## config.mk

```make
export PLATFORM = sky130hd
export DESIGN_NAME = pwm_duty_demodulator_flat
export DESIGN_NICKNAME = d
export VERILOG_FILES = /design/src/rtl/pwm_pkg.sv /design/src/rtl/pwm_duty_demodulator_if.sv /design/src/rtl/pwm_input_sync.sv /design/src/rtl/pwm_duty_demodulator.sv /design/src/flat_wrapper.sv
export SDC_FILE = /design/constraint.sdc
export NUM_CORES = 1
export LEC_CHECK = 0
export CAP_MARGIN = 30
export CORE_MARGIN = 2
export CORE_UTILIZATION = 30
export CTS_BUF_LIST = sky130_fd_sc_hd__clkbuf_16
export DETAILED_ROUTE_END_ITERATION = 8
export SLEW_MARGIN = 0
export SYNTH_ARGS = -nofsm -noshare
export SYNTH_HDL_FRONTEND = slang
export SYNTH_SLANG_ARGS = --single-unit
```

## constraint.sdc

```tcl
create_clock -name clk -period 7 [get_ports clk]
set_clock_uncertainty 0.1 [all_clocks]
set_input_delay 1.4 -clock clk [delete_from_list [all_inputs] [get_ports clk]]
set_output_delay 1.4 -clock clk [all_outputs]
set_load 0.01 [all_outputs]
```

## src/rtl/pwm_pkg.sv

```systemverilog
// Shared constants, FSM state type and duty-to-sample conversion for the PWM
// generator / demodulator pair.
package pwm_pkg;

  localparam int unsigned BIT_WIDTH_DEF = 8;
  localparam int unsigned PWM_FREQ_DEF  = 1000;
  localparam int unsigned SYS_FREQ_DEF  = 50_000_000;

  localparam int unsigned CLK_COUNTS_PWM_PERIOD = SYS_FREQ_DEF / PWM_FREQ_DEF;
  localparam int unsigned CLK_COUNTS_PWM_RES    = CLK_COUNTS_PWM_PERIOD / (1 << BIT_WIDTH_DEF);
  localparam int unsigned SAMPLE_WIDTH          = 24;

  typedef enum logic {
    IDLE    = 1'b0,
    MEASURE = 1'b1
  } demod_state_e;

  // Centre the duty word around zero and scale it to full sample width.
  // The difference is formed at 32 bits, so it is already sign-extended.
  function automatic logic signed [SAMPLE_WIDTH-1:0] duty_to_sample(
    input logic [15:0] duty,
    input int unsigned bit_width
  );
    logic signed [31:0] diff;
    logic signed [31:0] shifted;
    diff    = $signed({16'd0, duty}) - (32'sd1 <<< (bit_width - 1));
    shifted = diff <<< (SAMPLE_WIDTH - bit_width);
    return shifted[SAMPLE_WIDTH-1:0];
  endfunction

endpackage

```

## src/rtl/pwm_duty_demodulator_if.sv

```systemverilog
// Result bundle of the duty demodulator: one measured period per sample_valid pulse.
interface pwm_duty_demodulator_if
  import pwm_pkg::*;
#(
  parameter int BIT_WIDTH = 8
) ();

  // Handshake: sample_valid is a one-cycle pulse with no ready/backpressure;
  // duty, q_sample, period_err and stuck change only on that pulse and hold
  // their value in between, so the consumer must take every pulse it sees.
  logic [BIT_WIDTH-1:0]           duty;
  logic signed [SAMPLE_WIDTH-1:0] q_sample;
  logic                           sample_valid;
  logic                           period_err;
  logic                           stuck;
  demod_state_e                   dbg_state;

  modport master (
    output duty,
    output q_sample,
    output sample_valid,
    output period_err,
    output stuck,
    output dbg_state
  );

  modport slave (
    input duty,
    input q_sample,
    input sample_valid,
    input period_err,
    input stuck,
    input dbg_state
  );

endinterface

```

## src/rtl/pwm_input_sync.sv

```systemverilog
// Brings the asynchronous PWM pin into the clk domain and detects rising edges.
module pwm_input_sync (
  input  logic clk,
  input  logic reset_n,
  input  logic pwm_i,
  output logic level_o,
  output logic rise_o
);

  logic sync1_q;
  logic sync2_q;
  logic prev_q;
  logic rise_q;

  // rise is registered, and level is taken from the previous-level flop, so
  // both leave this block on the same cycle and stay aligned with each other.
  always_ff @(posedge clk or negedge reset_n) begin
    if (!reset_n) begin
      sync1_q <= 1'b0;
      sync2_q <= 1'b0;
      prev_q  <= 1'b0;
      rise_q  <= 1'b0;
    end else begin
      sync1_q <= pwm_i;
      sync2_q <= sync1_q;
      prev_q  <= sync2_q;
      rise_q  <= sync2_q & ~prev_q;
    end
  end

  assign level_o = prev_q;
  assign rise_o  = rise_q;

endmodule

```

## src/rtl/pwm_duty_demodulator.sv

```systemverilog
// Measures the duty cycle of an external PWM waveform in generator ticks and
// emits a duty word plus a centred signed sample once per period.
module pwm_duty_demodulator
  import pwm_pkg::*;
#(
  parameter int BIT_WIDTH = 8,
  parameter int PWM_FREQ  = 1000,
  parameter int SYS_FREQ  = 50_000_000
) (
  input  logic                    clk,
  input  logic                    reset_n,
  input  logic                    pwm_in,
  pwm_duty_demodulator_if.master  out_if
);

  localparam int RES  = SYS_FREQ / PWM_FREQ / (2 ** BIT_WIDTH);
  localparam int PS_W = (RES > 1) ? $clog2(RES) : 1;
  localparam int HT_W = BIT_WIDTH + 1;
  localparam int PT_W = BIT_WIDTH + 2;

  localparam logic [PS_W-1:0] PS_LAST = PS_W'(RES - 1);
  localparam logic [PT_W-1:0] TIMEOUT = PT_W'(2 ** (BIT_WIDTH + 1));
  localparam logic [PT_W-1:0] PER_MIN = PT_W'(2 ** BIT_WIDTH - 2);
  localparam logic [PT_W-1:0] PER_MAX = PT_W'(2 ** BIT_WIDTH + 1);

  logic level;
  logic rise;

  pwm_input_sync u_sync (
    .clk     (clk),
    .reset_n (reset_n),
    .pwm_i   (pwm_in),
    .level_o (level),
    .rise_o  (rise)
  );

  demod_state_e                   state_q, state_d;
  logic [PS_W-1:0]                prescaler_q, prescaler_d;
  logic [HT_W-1:0]                high_q, high_d;
  logic [PT_W-1:0]                period_q, period_d;
  logic [BIT_WIDTH-1:0]           duty_q, duty_d;
  logic signed [SAMPLE_WIDTH-1:0] sample_q, sample_d;
  logic                           valid_q, valid_d;
  logic                           err_q, err_d;
  logic                           stuck_q, stuck_d;

  logic                           tick;
  logic                           timeout;
  logic [HT_W-1:0]                high_cnt;
  logic [PT_W-1:0]                period_cnt;
  logic [BIT_WIDTH-1:0]           high_clamped;

  assign tick = (prescaler_q == PS_LAST);

  // Restarting the prescaler on each rise keeps tick boundaries phase-locked
  // to the incoming waveform rather than to an arbitrary free-running count.
  always_comb begin
    prescaler_d = prescaler_q + 1'b1;
    if (rise || tick) begin
      prescaler_d = '0;
    end
  end

  // Counts including this cycle's tick, so a tick coinciding with a rise is
  // credited to the measurement that the rise closes.
  always_comb begin
    high_cnt = high_q;
    if (tick && level && (high_q != '1)) begin
      high_cnt = high_q + 1'b1;
    end
    period_cnt = period_q;
    if (tick && (period_q != '1)) begin
      period_cnt = period_q + 1'b1;
    end
  end

  assign high_clamped = high_cnt[BIT_WIDTH] ? '1 : high_cnt[BIT_WIDTH-1:0];
  assign timeout      = (period_cnt == TIMEOUT) && !rise;

  always_comb begin
    state_d  = state_q;
    high_d   = high_cnt;
    period_d = period_cnt;
    duty_d   = duty_q;
    err_d    = err_q;
    stuck_d  = stuck_q;
    valid_d  = 1'b0;

    unique case (state_q)
      IDLE: begin
        // The period in progress when we leave IDLE is partial; discard it.
        if (rise) begin
          high_d   = '0;
          period_d = '0;
          state_d  = MEASURE;
        end
      end
      MEASURE: begin
        if (rise) begin
          duty_d   = high_clamped;
          err_d    = (period_cnt < PER_MIN) || (period_cnt > PER_MAX);
          stuck_d  = 1'b0;
          valid_d  = 1'b1;
          high_d   = '0;
          period_d = '0;
        end
      end
      default: begin
        state_d = IDLE;
      end
    endcase

    // No edge for two nominal periods: report the held level as 0 % or 100 %.
    if (timeout) begin
      duty_d   = level ? '1 : '0;
      stuck_d  = 1'b1;
      valid_d  = 1'b1;
      high_d   = '0;
      period_d = '0;
      state_d  = IDLE;
    end

    sample_d = duty_to_sample(16'(duty_d), BIT_WIDTH);
  end

  always_ff @(posedge clk or negedge reset_n) begin
    if (!reset_n) begin
      state_q     <= IDLE;
      prescaler_q <= '0;
      high_q      <= '0;
      period_q    <= '0;
      duty_q      <= '0;
      sample_q    <= '0;
      valid_q     <= 1'b0;
      err_q       <= 1'b0;
      stuck_q     <= 1'b0;
    end else begin
      state_q     <= state_d;
      prescaler_q <= prescaler_d;
      high_q      <= high_d;
      period_q    <= period_d;
      duty_q      <= duty_d;
      sample_q    <= sample_d;
      valid_q     <= valid_d;
      err_q       <= err_d;
      stuck_q     <= stuck_d;
    end
  end

  assign out_if.duty         = duty_q;
  assign out_if.q_sample     = sample_q;
  assign out_if.sample_valid = valid_q;
  assign out_if.period_err   = err_q;
  assign out_if.stuck        = stuck_q;
  assign out_if.dbg_state    = state_q;

endmodule

```

## src/flat_wrapper.sv

```systemverilog
// flat-port wrapper written by rule: the top's interface ports become plain ports
module pwm_duty_demodulator_flat import pwm_pkg::*;
#(
  parameter int BIT_WIDTH = 8,
  parameter int PWM_FREQ  = 1000,
  parameter int SYS_FREQ  = 50_000_000
)
  (clk, reset_n, pwm_in, out_if_duty, out_if_q_sample, out_if_sample_valid, out_if_period_err, out_if_stuck, out_if_dbg_state);
  pwm_duty_demodulator_if #(.BIT_WIDTH(BIT_WIDTH)) out_if_i ();
  input  logic clk;
  input  logic reset_n;
  input  logic pwm_in;
  output wire logic [$bits(out_if_i.duty)-1:0] out_if_duty;
  output wire logic [$bits(out_if_i.q_sample)-1:0] out_if_q_sample;
  output wire logic [$bits(out_if_i.sample_valid)-1:0] out_if_sample_valid;
  output wire logic [$bits(out_if_i.period_err)-1:0] out_if_period_err;
  output wire logic [$bits(out_if_i.stuck)-1:0] out_if_stuck;
  output wire logic [$bits(out_if_i.dbg_state)-1:0] out_if_dbg_state;
  assign out_if_duty = out_if_i.duty;
  assign out_if_q_sample = out_if_i.q_sample;
  assign out_if_sample_valid = out_if_i.sample_valid;
  assign out_if_period_err = out_if_i.period_err;
  assign out_if_stuck = out_if_i.stuck;
  assign out_if_dbg_state = out_if_i.dbg_state;
  pwm_duty_demodulator #(.BIT_WIDTH(BIT_WIDTH), .PWM_FREQ(PWM_FREQ), .SYS_FREQ(SYS_FREQ)) u_core (.clk(clk), .reset_n(reset_n), .pwm_in(pwm_in), .out_if(out_if_i));
endmodule
```

After elaboration in Yosys (flattened, before gate mapping)
Cells that the tools add are included.
{ "totals": {"ff_bits": 51, "in_bits": 3, "out_inout_bits": 36, "word_cells": 56} }
{ "op_classes": {"n_addsub": 4, "n_lt_le_gt_ge": 2, "eq_ne": 4, "muxes": 20, "bitwise": 2, "n_reduce_logical": 11} }
{ "ops": {"columns": ["cell", "n"], "rows": [
  ["two-way mux 8 bit", 6],
  ["two-way mux 10 bit", 3],
  ["two-way mux 9 bit", 3],
  ["adder 10 x 1 -> 10 bit (second input constant)", 1],
  ["== test 10 bit (second input constant)", 1],
  ["greater-than comparator 10 x 9 -> 1 bit (second input constant)", 1],
  ["< comparator 10 x 8 -> 1 bit (second input constant)", 1],
  ["inequality test 10 bit (second input constant)", 1],
  ["adder 9 x 1 -> 9 bit (second input constant)", 1],
  ["inequality test 9 bit (second input constant)", 1],
  ["adder 8 x 1 -> 8 bit (second input constant)", 1],
  ["== test 8 bit (second input constant)", 1],
  ["two-way mux 1 bit", 8],
  ["subtractor 8 bit (second input constant)", 1],
  ["logical AND 1 bit", 4],
  ["AND reduction 2 bit", 2],
  ["nonzero test 2 bit", 2],
  ["logical OR 1 bit", 2],
  ["bitwise AND 1 bit", 1],
  ["zero test 1 bit", 1],
  ["NOT 1 bit", 1]
]} }

Depth between registers and ports, before layout
Gate-level depths: netlist (run 1).
{ "logic_depth": {"word_depth": 9, "ltp_mapped": 11, "mapped_depth_nobuf": 10} }

Cells and area by module
From an unflattened synthesis (run 1), not the netlist that was laid out.
{ "hier_totals": {"hier_cells": 272, "hier_area_um2": 2539.9} }
{ "by_module_without_submodules": {"columns": ["module", "instances", "cells_each", "area_each_um2", "seq_area_each_um2"], "rows": [
  ["pwm_duty_demodulator", 1, 267, 2426.1, 1001.0],
  ["pwm_input_sync", 1, 5, 113.9, 100.1]
]} }

Worst setup path before layout (run 1)
No wires, ideal clock.
{ "synth_path": {"path_type": "reg-to-reg", "from": "register u_core.high_q[0]", "to": "register u_core.duty_q[2] (netlist: u_core.out_if.duty[2])", "setup_time_ns": 0.128, "arrival_ns": 2.308, "required_ns": 6.772, "setup_slack_ns": 4.464, "stages_incl_launch_ff": 11, "path_buffers": 1, "synth_period_minus_slack_ns": 2.536, "path_cell_list": "dfrtp_1 -> ha_1 -> nand2_1 -> nor2_1 -> ha_1 -> nor2b_1 -> and3_1 -> clkbuf_1 -> mux2i_1 -> a31oi_1 -> mux2_1"} }
{ "synth_via": {"elab_chain_cells": 7, "elab_cells_between_ends": 8, "cone_classes": "1 x add/sub; 1 x eq/ne; 5 x mux; 1 x reduce/logical"} }
{ "synth_rtl": {"columns": ["element", "line", "text"], "rows": [
  ["from (decl)", "pwm_duty_demodulator.sv:39", "logic [HT_W-1:0] high_q, high_d;"],
  ["from (signal assigned)", "pwm_duty_demodulator.sv:140", "high_q <= high_d;"],
  ["branches (longest 2 deep; another with adder 9 x 1 -> 9 bit)", null, null],
  ["two-way mux 9 bit (*)", "pwm_duty_demodulator.sv:68", "if (tick && level && (high_q != '1)) begin"],
  ["two-way mux 8 bit (*)", "pwm_duty_demodulator.sv:77", "assign high_clamped = high_cnt[BIT_WIDTH] ? '1 : high_cnt[BIT_WIDTH-1:0];"],
  ["two-way mux 8 bit (*)", "pwm_duty_demodulator.sv:99", "if (rise) begin"],
  ["two-way mux 8 bit (*)", "pwm_duty_demodulator.sv:89", "unique case (state_q)"],
  ["two-way mux 8 bit (*)", "pwm_duty_demodulator.sv:114", "if (timeout) begin"],
  ["to (signal assigned)", "pwm_duty_demodulator.sv:142", "duty_q <= duty_d;"],
  ["to (decl)", "pwm_duty_demodulator.sv:41", "logic [BIT_WIDTH-1:0] duty_q, duty_d;"]
]} }
Mark *: on every way between the ends.
A chain may end at the register's enable or synchronous reset.

Worst setup path after layout (run 1)
{ "layout_path": {"from": "register u_core.prescaler_q[0]", "to": "register u_core.duty_q[2] (netlist: u_core.out_if.duty[2])"} }
{ "layout_via": {"elab_chain_cells": 8, "elab_cells_between_ends": 12, "cone_classes": "2 x eq/ne; 6 x mux; 4 x reduce/logical"} }
{ "layout_rtl": {"columns": ["element", "line", "text"], "rows": [
  ["from (decl)", "pwm_duty_demodulator.sv:38", "logic [PS_W-1:0] prescaler_q, prescaler_d;"],
  ["from (signal assigned)", "pwm_duty_demodulator.sv:139", "prescaler_q <= prescaler_d;"],
  ["== test 8 bit (*)", "pwm_duty_demodulator.sv:53", "assign tick = (prescaler_q == PS_LAST);"],
  ["logical AND 1 bit (2 in series)", "pwm_duty_demodulator.sv:68", null],
  ["two-way mux 9 bit", "pwm_duty_demodulator.sv:68", null],
  ["two-way mux 8 bit", "pwm_duty_demodulator.sv:77", null],
  ["two-way mux 8 bit", "pwm_duty_demodulator.sv:99", null],
  ["two-way mux 8 bit", "pwm_duty_demodulator.sv:89", null],
  ["two-way mux 8 bit (*)", "pwm_duty_demodulator.sv:114", null]
]} }
Every way passes the cells marked *; elsewhere a longest branch is shown, timed or not.

==> impl_results.md, run 1 <==
- Status: complete, no violations
- Net Sw Power: 152 uW
- Predominant post-synthesis flop cell: dfrtp_1
- CP peak stage delay: 0.46 ns
- Post-DP HPWL: 3720 um
- Synth Warn #: 0
- Register Area: 0.00110 mm^2
- Slew Limit Fails: 0
- Fin nets: 278
- Clock Latency Late Sink: 0.28 ns
- Setup TNS: 0 ns
- Clk sinks: 44
- Initial antenna violation count: 0
- RSZ-0062 raised after global routing: no
- Number of enable flip-flop cells after synthesis: 0
- Top delay family on crit path: simple AND/OR/NAND/NOR gates
- Max cap viols: 0
- Initial Utilization: 0.313
- Seq pwr share: 0.432
- Post-CTS Setup Bufs: 0
- Port Buffers: 22
- Combinational Power Share: 0.121
- H-tree Lvls: 2
- Slew of the pin with the lowest slew margin: 0.568 ns
- Core ar.: 0.00830 mm^2
- Mean post-synth cell area: 10.1 um^2
- Setup Crit Path Kind: reg2reg
- Total wire length: 5020 um
- Syn Inst Count: 258
- DIE HEIGHT: 97.0 um
- Layout cells sized above 1: 0.119
- Diodes inserted: 0
- Synthesized area: 0.00260 mm^2
- Final worst path period share: 0.411
- Fmax: 348 MHz
- Crit start category: register
- Slew margin rel.: 0.611
- Hold_buf cts: 0
- Clock buffer count from CTS: 5
- Final setup fails: 0
- TritonCTS clock tree: yes
- Area delta synth->final: 13.5%
- Final worst-path setup slack: 4.12 ns
- Clock network fraction of design power: 0.447
- Via density: 4.90
- Wire length per cell: 13.4 um
- # rows: 33
- Post-route cell area: 0.00295 mm^2
- Register area share after synthesis: 0.424
- Gr ovfl total: 0
- Crit. End Element: register
- # IOs: 39
- Final Wtd Congestion: 0.845
- Pre-Repair DR Iteration Count: 4
- Min cycle time layout: 2.88 ns
- CP Buf/Inv Count: 1
- Clock transition at the registers of the reported paths: 0.06 ns
- Clock buffer depth: 2
- Full die area: 0.00941 mm^2
- # DRC: 0
- Maximum vdd drop: 0.0000813 V
- Met3 Use GR: 0.0296
- Sw frac: 0.229
- Via count: 1836
- Most Crowded Layer GR: met2
- Slowest CP cell: mux2_1
- Die Width: 97.0 um
- Pint: 511 uW
- First-pass GRT wire length: 8470 um
- Critical path, cell by cell: inv_1 > ha_1 > and4b_1 > nand2_2 > nor4_4 > xnor2_1 > nand4_2 > mux2_1
- Count of final hold-check violations: 0
- Post-synth ARST share: 1.00
- Global Route Usage Sum: 0.109
- Register bit total from synthesis: 44
- Distinct cell type count after synthesis: 58
- Crit path DAT: 2.94 ns
- DP Worst Slack: 4.11 ns
- Met1 GRT Util: 0.153
- Vias in the first global route: 1694
- Clk root buf: clkbuf_16
- Largest net degree at the start of global routing: 27
- Data required time of the worst path: 7.07 ns
- Initial drt markers: 136
- Area after DPL: 0.00276 mm^2
- Hold Path Class: reg2reg
- Detail Route Antenna Nets: 0
- Grt met2 use: 0.168
- Leakage power: 0.00134 uW
- Multi-input logic area: 0.00129 mm^2
- Filler Cells Inserted: 836
- Pwr Density: 225 mW/mm^2
- CP Max Fanout: 13
- Post-CTS sizing: 0
==> metal layers <==
layer	wire [um]	vias to the layer above
met5	0	-
met4	40	0
met3	244	6
met2	2270	50
met1	2470	884
li1	-	896
==> final cells by class <==
| type | instances | share of cell area |
|---|---|---|
| well taps | 105 | 0.0446 |
| clock inverters | 2 | 0.0204 |
| flip-flops and latches | 44 | 0.374 |
| inverters | 2 | 0.00255 |
| repair buffers | 23 | 0.0798 |
| multi-input cells | 194 | 0.437 |
| clock buffers | 5 | 0.0424 |
==> worst paths after layout <==
check / depth (start not counted) / end / start / slack (ns)
max: 8 / u_core.out_if.duty[2] / u_core.prescaler_q[0] / 4.12
min: 0 / u_core.u_sync.sync2_q / u_core.u_sync.sync1_q / 0.25
max reg2reg: 8 / u_core.out_if.duty[2] / u_core.prescaler_q[0] / 4.12
min reg2reg: 0 / u_core.u_sync.sync2_q / u_core.u_sync.sync1_q / 0.25
max in group asynchronous: 2 / u_core.period_q[5] / reset_n / 5.35
min in group asynchronous: 1 / u_core.high_q[5] / reset_n / 0.96
==> flip-flops by register name (all words and copies together) (netlist names), 8 cells and up <==
| register | cells |
|---|---|
| u_core.high_q | 9 |
| u_core.out_if.duty | 8 |
| u_core.period_q | 10 |
| u_core.prescaler_q | 8 |
==> layout by cell type, fill, tap and decap left out, types with 2 or more instances in the layout <==
| cell | count |
|---|---|
| a21oi_1 | 5 |
| ha_1 | 5 |
| nor3_1 | 7 |
| a211oi_2 | 2 |
| nand2_1 | 17 |
| mux2_1 | 3 |
| nor4_1 | 2 |
| dfrtp_1 | 44 |
| o21ai_0 | 3 |
| and4_1 | 2 |
| a21o_1 | 2 |
| mux2_4 | 5 |
| xnor2_1 | 7 |
| o31ai_1 | 2 |
| nand4_1 | 7 |
| bufinv_16 | 2 |
| xor2_1 | 13 |
| nor2b_1 | 4 |
| clkbuf_16 | 5 |
| and3_1 | 6 |
| nand3_1 | 15 |
| clkdlybuf4s50_1 | 21 |
| inv_1 | 2 |
| mux2i_1 | 2 |
| conb_1 | 16 |
| nor2_1 | 33 |
| and2_2 | 2 |
| a31oi_1 | 7 |
==> power groups by stage <==
stage / clock, uW / combinational [uW] / sequential, uW
after CTS: 303 / 81.7 / 287
after floorplan: 0 / 60.7 / 289
after detailed placement: 0 / 81.7 / 291
after global placement: 0 / 80.1 / 290
final: 296 / 80.3 / 287
after global routing: 311 / 88.4 / 290
==> Yosys cell counts (6+ instances only) <==
cell	n	area, um^2
dfrtp_1	44	1100
nor2_1	33	124
buf_4	24	180
nand2_1	17	63.8
nand3_1	15	75.1
xor2_1	13	114
a31oi_1	7	43.8
nand4_1	7	43.8
nor3_1	7	35.0
xnor2_1	7	61.3
and3_1	6	37.5
==> cells by family (layout without fill, tap and decap cells) <==
logic type	Yosys count	count (layout)	synth area share
other	1	16	0.00144
adder cells (fa/ha/maj)	5	5	0.0241
multiplexers	10	10	0.0496
flip-flops	44	44	0.424
AND/OR/NAND/NOR	113	113	0.246
AO/OA/AOI/OAI	30	30	0.0858
XOR/XNOR	20	20	0.0675
buffers and inverters	35	32	0.102
==> per-stage QoR <==
step	utilization	hold WS, ns	instances	power (uW)
floorplan	-	0.231	273	350
global placement	0.330	0.234	367	371
detailed placement	0.333	0.241	368	373
CTS	0.355	0.254	375	671
global route	0.355	0.258	375	690
finish	0.355	0.251	375	663
No activity file was read; power rests on OpenSTA's default activity.
==> run 2: changes to the inputs <==
Clock period 7 ns to 3 ns, I/O delays scaled along.
==> run 2 against run 1 <==
  * Maximum frequency up 2.9%
  * Die area unchanged
  * Flip-flop and latch count stayed put
  * Routed wire length increased by 0.56%
  * Clock power grew 100%
  * Non-clock buffer count grew 3
  * Sequential share of layout area decreased by 0.13 points
  * Combinational power rose by 140%
  * Setup slack worse by 3.9 ns
  * First-iteration DRC count down 47%
  * Critical endpoint is now u_core.out_if.duty[1]
==> impl_results.md, run 2 (same netlist as run 1, synthesis figures left out) <==
- Status: complete, no violations
- Vias in the first global route: 1777
- Largest net degree at the start of global routing: 32
- CP peak stage delay: 0.43 ns
- Clk root buf: clkbuf_16
- Hold Path Class: in2async
- Min cycle time layout: 2.79 ns
- Slew Limit Fails: 0
- Final setup fails: 0
- Worst hold margin: 0.111 ns
- Via density: 4.86
- H-tree Lvls: 2
- Clock buffer depth: 2
- Pre-Repair DR Iteration Count: 4
- Post-CTS Setup Bufs: 0
- Max cap viols: 0
- Fmax: 358 MHz
- Setup TNS: 0 ns
- Layout cells sized above 1: 0.128
- Clock transition at the registers of the reported paths: 0.06 ns
- Maximum vdd drop: 0.000248 V
- Final Wtd Congestion: 0.864
- Largest register FFs: 10
- Initial Utilization: 0.313
- Initial antenna violation count: 0
- Data required time of the worst path: 3.06 ns
- Slew of the pin with the lowest slew margin: 0.493 ns
- Leakage power: 0.00135 uW
- Clk sinks: 44
- Critical path, cell by cell: inv_1 > ha_1 > and4b_1 > nand2_2 > nor4_4 > xnor2_1 > nand4_4 > mux2_1
- Fin nets: 281
- # DRC: 0
- Global Route Usage Sum: 0.114
- # rows: 33
- DIE HEIGHT: 97.0 um
- WL met1: 2380 um
- Leading cell type in the layout, fill and taps excluded: dfrtp_1
- Met2 wire length: 2400 um
- First-pass GRT wire length: 8810 um
- Via count: 1841
- RSZ-0062 raised after global routing: no
- Clock Latency Late Sink: 0.28 ns
- Core ar.: 0.00830 mm^2
- Total wire length: 5050 um
- Detail Route Antenna Nets: 0
- Crit path DAT: 2.86 ns
- CP Max Fanout: 13
- Diodes inserted: 0
- Area delta synth->final: 13.9%
- Gr ovfl total: 0
- Full die area: 0.00941 mm^2
- # IOs: 39
- Most frequent cells in the layout: dfrtp_1 (44), nor2_1 (33), clkdlybuf4s50_1 (21), nand2_1 (17), conb_1 (16)
- Slowest CP cell: dfrtp_1
- Core Util, Final: 0.356
- Die Width: 97.0 um
- Port Buffers: 22
- Top Layer Used: met4
- Slew margin rel.: 0.669
- Clock buffer count from CTS: 5
- Biggest regs: u_core.period_q x10, u_core.high_q x9
- Post-DP HPWL: 3780 um
- Met3 wire len: 227 um
- Setup Crit Path Kind: reg2reg
- Count of final hold-check violations: 0
- Crit start category: register
- Pwr Density: 494 mW/mm^2
- TritonCTS clock tree: yes
- Most flops, register: u_core.period_q
- Wire length per cell: 13.3 um
- Crit. End Element: register
- Initial drt markers: 72
- Final worst path period share: 0.931
## run 2: cell types whose count changed in the layout (fill, tap and decap cells not counted), sizes merged
cell    before  now
clkinv       0    1
inv          2    3
bufinv       2    1
buf          2    5
## run 2: repair_timing
action | in CTS | in global routing
gates resized for setup | 0 | 1
setup endpoints to repair | 0 | 9
hold buffers | 0 | 0
## run 2: final timing paths
kind / startpoint / end / slack [ns] / depth (start not counted)
hold reg to reg: u_core.u_sync.sync1_q / u_core.u_sync.sync2_q / 0.25 / 0
setup / recovery: u_core.prescaler_q[0] / u_core.out_if.duty[1] / 0.21 / 8
max in group asynchronous: reset_n / u_core.prescaler_q[2] / 2.22 / 2
hold / removal: reset_n / u_core.high_q[5] / 0.11 / 1
min in group clk: u_core.u_sync.sync1_q / u_core.u_sync.sync2_q / 0.25 / 0
setup reg to reg: u_core.prescaler_q[0] / u_core.out_if.duty[1] / 0.21 / 8
## run 2: power breakdown
group	internal [uW]	switching (uW)
clock	388	216
sequential	628	37.5
combinational	95.0	97.4
## run 2: final cells by class
| cell class | count | area (um^2) |
|---|---|---|
| Multi-Input combinational cell | 194 | 1300 |
| Timing Repair Buffer | 26 | 258 |
| Clock buffer | 5 | 125 |
| Sequential cell | 44 | 1100 |
| Tap cell | 105 | 131 |
| Inverter | 2 | 7.51 |
| Fill cell | 825 | 5340 |
| Clock inverter | 3 | 38.8 |
## run 2: layer usage
metal  track usage  up-vias
li1              -      897
met1         0.158      881
met2         0.180       58
met3        0.0267        5
met4        0.0293        0
met5             0        -
## run 2: critical path: cells and delay by family, from the launching register on
kind	cells	cell delay, ns
flops	1	0.43
buf+inv	1	0.09
simple gates	4	1.15
xor+xnor	1	0.30
mux	1	0.41
fa+ha+maj	1	0.20
## run 2: metrics by stage
stage                     instances  cell area [um^2]  power, uW  setup WS (ns)
after floorplan                 273              2650        816          0.464
after global placement          370              2770        864          0.206
after detailed placement        371              2790        871         0.0907
after CTS                       379              2950       1490         0.0814
after global routing            379              2960       1530         0.0482
final                           379              2960       1460          0.206
==> run 3: changes to the inputs <==
Clock period 3 ns to 2.35 ns, I/O delays scaled along.
==> run 3 against run 2 <==
  * The flow now finishes with violations (setup timing)
  * Combinational power up 59%
  * Non-clock buffer count up 50
  * Setup slack worse by 0.24 ns
  * Die area unchanged
  * Clock-buffer cell count unchanged
  * Register-to-register slack worse by 0.24 ns
  * Cell count up 13%
  * Utilization up 6.4 points
  * Total power up 39%
  * Critical endpoint is now u_core.out_if.period_err
  * Largest cell class unchanged
==> impl_results.md, run 3 (same netlist as run 1, synthesis figures left out) <==
- Slew Limit Fails: 0
- Crit path DAT: 2.44 ns
- CP startpoint: u_core.prescaler_q[4]
- Hold Path Class: in2async
- # rows: 33
- Slew margin rel.: 0.634
- Clk root buf: clkbuf_16
- Worst hold margin: 0.155 ns
- Wire length per cell: 13.3 um
- Via density: 4.66
- Global Route Usage Sum: 0.132
- Diodes inserted: 0
- Status: complete, but fails checks
- Max cap viols: 0
- Area delta synth->final: 34.4%
- CP Max Fanout: 3
- Worst R2R Path Depth: 8
- H-tree Lvls: 2
- Area after DPL: 0.00315 mm^2
- Final Wtd Congestion: 0.883
- Failing checks: setup timing
- Final worst path period share: 1.01
- Full die area: 0.00941 mm^2
- Clk sinks: 44
- Largest net degree at the start of global routing: 45
- Layout cells sized above 1: 0.334
- Setup Crit Path Kind: reg2reg
- Pre-Repair DR Iteration Count: 4
- Maximum vdd drop: 0.000283 V
- Port Buffers: 22
- Count of final hold-check violations: 0
- Top delay family on crit path: simple AND/OR/NAND/NOR gates
- Gr ovfl total: 0
- Pwr Density: 584 mW/mm^2
- Data required time of the worst path: 2.41 ns
- Min cycle time layout: 2.38 ns
- # IOs: 39
- Final worst-path setup slack: -0.0331 ns
- Clock buffer depth: 2
- Critical R2R Launch: u_core.prescaler_q[4]
- Largest register FFs: 10
- Clock Latency Late Sink: 0.28 ns
- Slowest CP cell: or3_4
- Setup TNS: -0.241 ns
- Placed insts: 415
- Final setup fails: 22
- Die Width: 97.0 um
- Non-filler cells, final: 428
- TritonCTS clock tree: yes
- Leading cell type in the layout, fill and taps excluded: buf_4
- Critical path, cell by cell: or3_4 > nor3_4 > buf_4 > buf_4 > xnor2_1 > a2111o_1 > nor4_1 > nor3_1
- Clock transition at the registers of the reported paths: 0.06 ns
- Crit. End Element: register
- CP peak stage delay: 0.41 ns
- Post-DP HPWL: 4090 um
- Fin nets: 331
- CP Buf/Inv Count: 2
- Initial drt markers: 70
- Vias in the first global route: 2121
- Most frequent cells in the layout: buf_4 (53), dfrtp_1 (44), nor2_1 (33), clkdlybuf4s50_1 (21)
- RSZ-0062 raised after global routing: yes
- Fmax: 420 MHz
- Biggest regs: u_core.period_q x10, u_core.high_q x9
- CP most frequent cell: buf_4
- First-pass GRT wire length: 10200 um
- Pwr Total: 2040 uW
- DIE HEIGHT: 97.0 um
- Worst r2r dst: u_core.out_if.period_err
- Post-route cell area: 0.00349 mm^2
- Via count: 1995
- Reg-to-reg slack, setup: -0.03 ns
- Initial antenna violation count: 0
- Most flops, register: u_core.period_q
- Crit start category: register
- Total wire length: 5690 um
- # DRC: 0
- Core ar.: 0.00830 mm^2
- Leakage power: 0.00166 uW
- Initial Utilization: 0.313
- Clock buffer count from CTS: 5
- Hold_buf cts: 0
- Slew of the pin with the lowest slew margin: 0.549 ns
- Detail Route Antenna Nets: 0
==> run 3: cell types whose count changed in the layout (fill, tap and decap cells not counted), sizes merged <==
cell,delta
inv,-1
clkinv,-1
buf,+50
bufinv,+1
==> run 3: what timing repair did <==
action | in CTS | in global routing
setup buffers | 3 | 3
gates cloned | 0 | 0
endpoints found under the setup margin | 24 | 28
pin swaps | 1 | 5
resized for setup | 12 | 10
==> run 3: worst max-delay path by stage <==
stage	end	cells past startpoint
finish	u_core.out_if.period_err	8
global route	u_core.out_if.duty[2]	9
CTS	u_core.period_q[3]	8
detailed placement	u_core.out_if.duty[3]	10
global placement	u_core.out_if.duty[3]	10
floorplan	u_core.out_if.duty[3]	9
==> run 3: layout make-up <==
type	count	area [um^2]
fillers	792	4810
multi-input cells	194	1430
clock inverters	2	60.1
repair buffers	76	633
clock buffers	5	125
well taps	105	131
inverters	2	7.51
flip-flops and latches	44	1100
==> run 3: through the flow <==
stage	setup slack, ns	utilization
after floorplan	-0.0361	-
after global placement	-0.119	0.379
after detailed placement	-0.0884	0.379
after CTS	-0.0401	0.411
after global routing	-0.148	0.420
final	-0.0331	0.420
==> run 3: power breakdown <==
part	internal, uW	switching, uW	total, uW	leakage, uW
logic	154	151	305	0.000991
clock network	603	290	893	0.0000899
registers	801	38.7	840	0.000576
==> run 3: metal layers <==
layer / up-vias / GRT usage / routed length [um]
met5: - / 0 / 0
met4: 0 / 0.0509 / 122
met3: 10 / 0.0231 / 184
met2: 41 / 0.216 / 2680
met1: 945 / 0.174 / 2700
li1: 999 / - / -
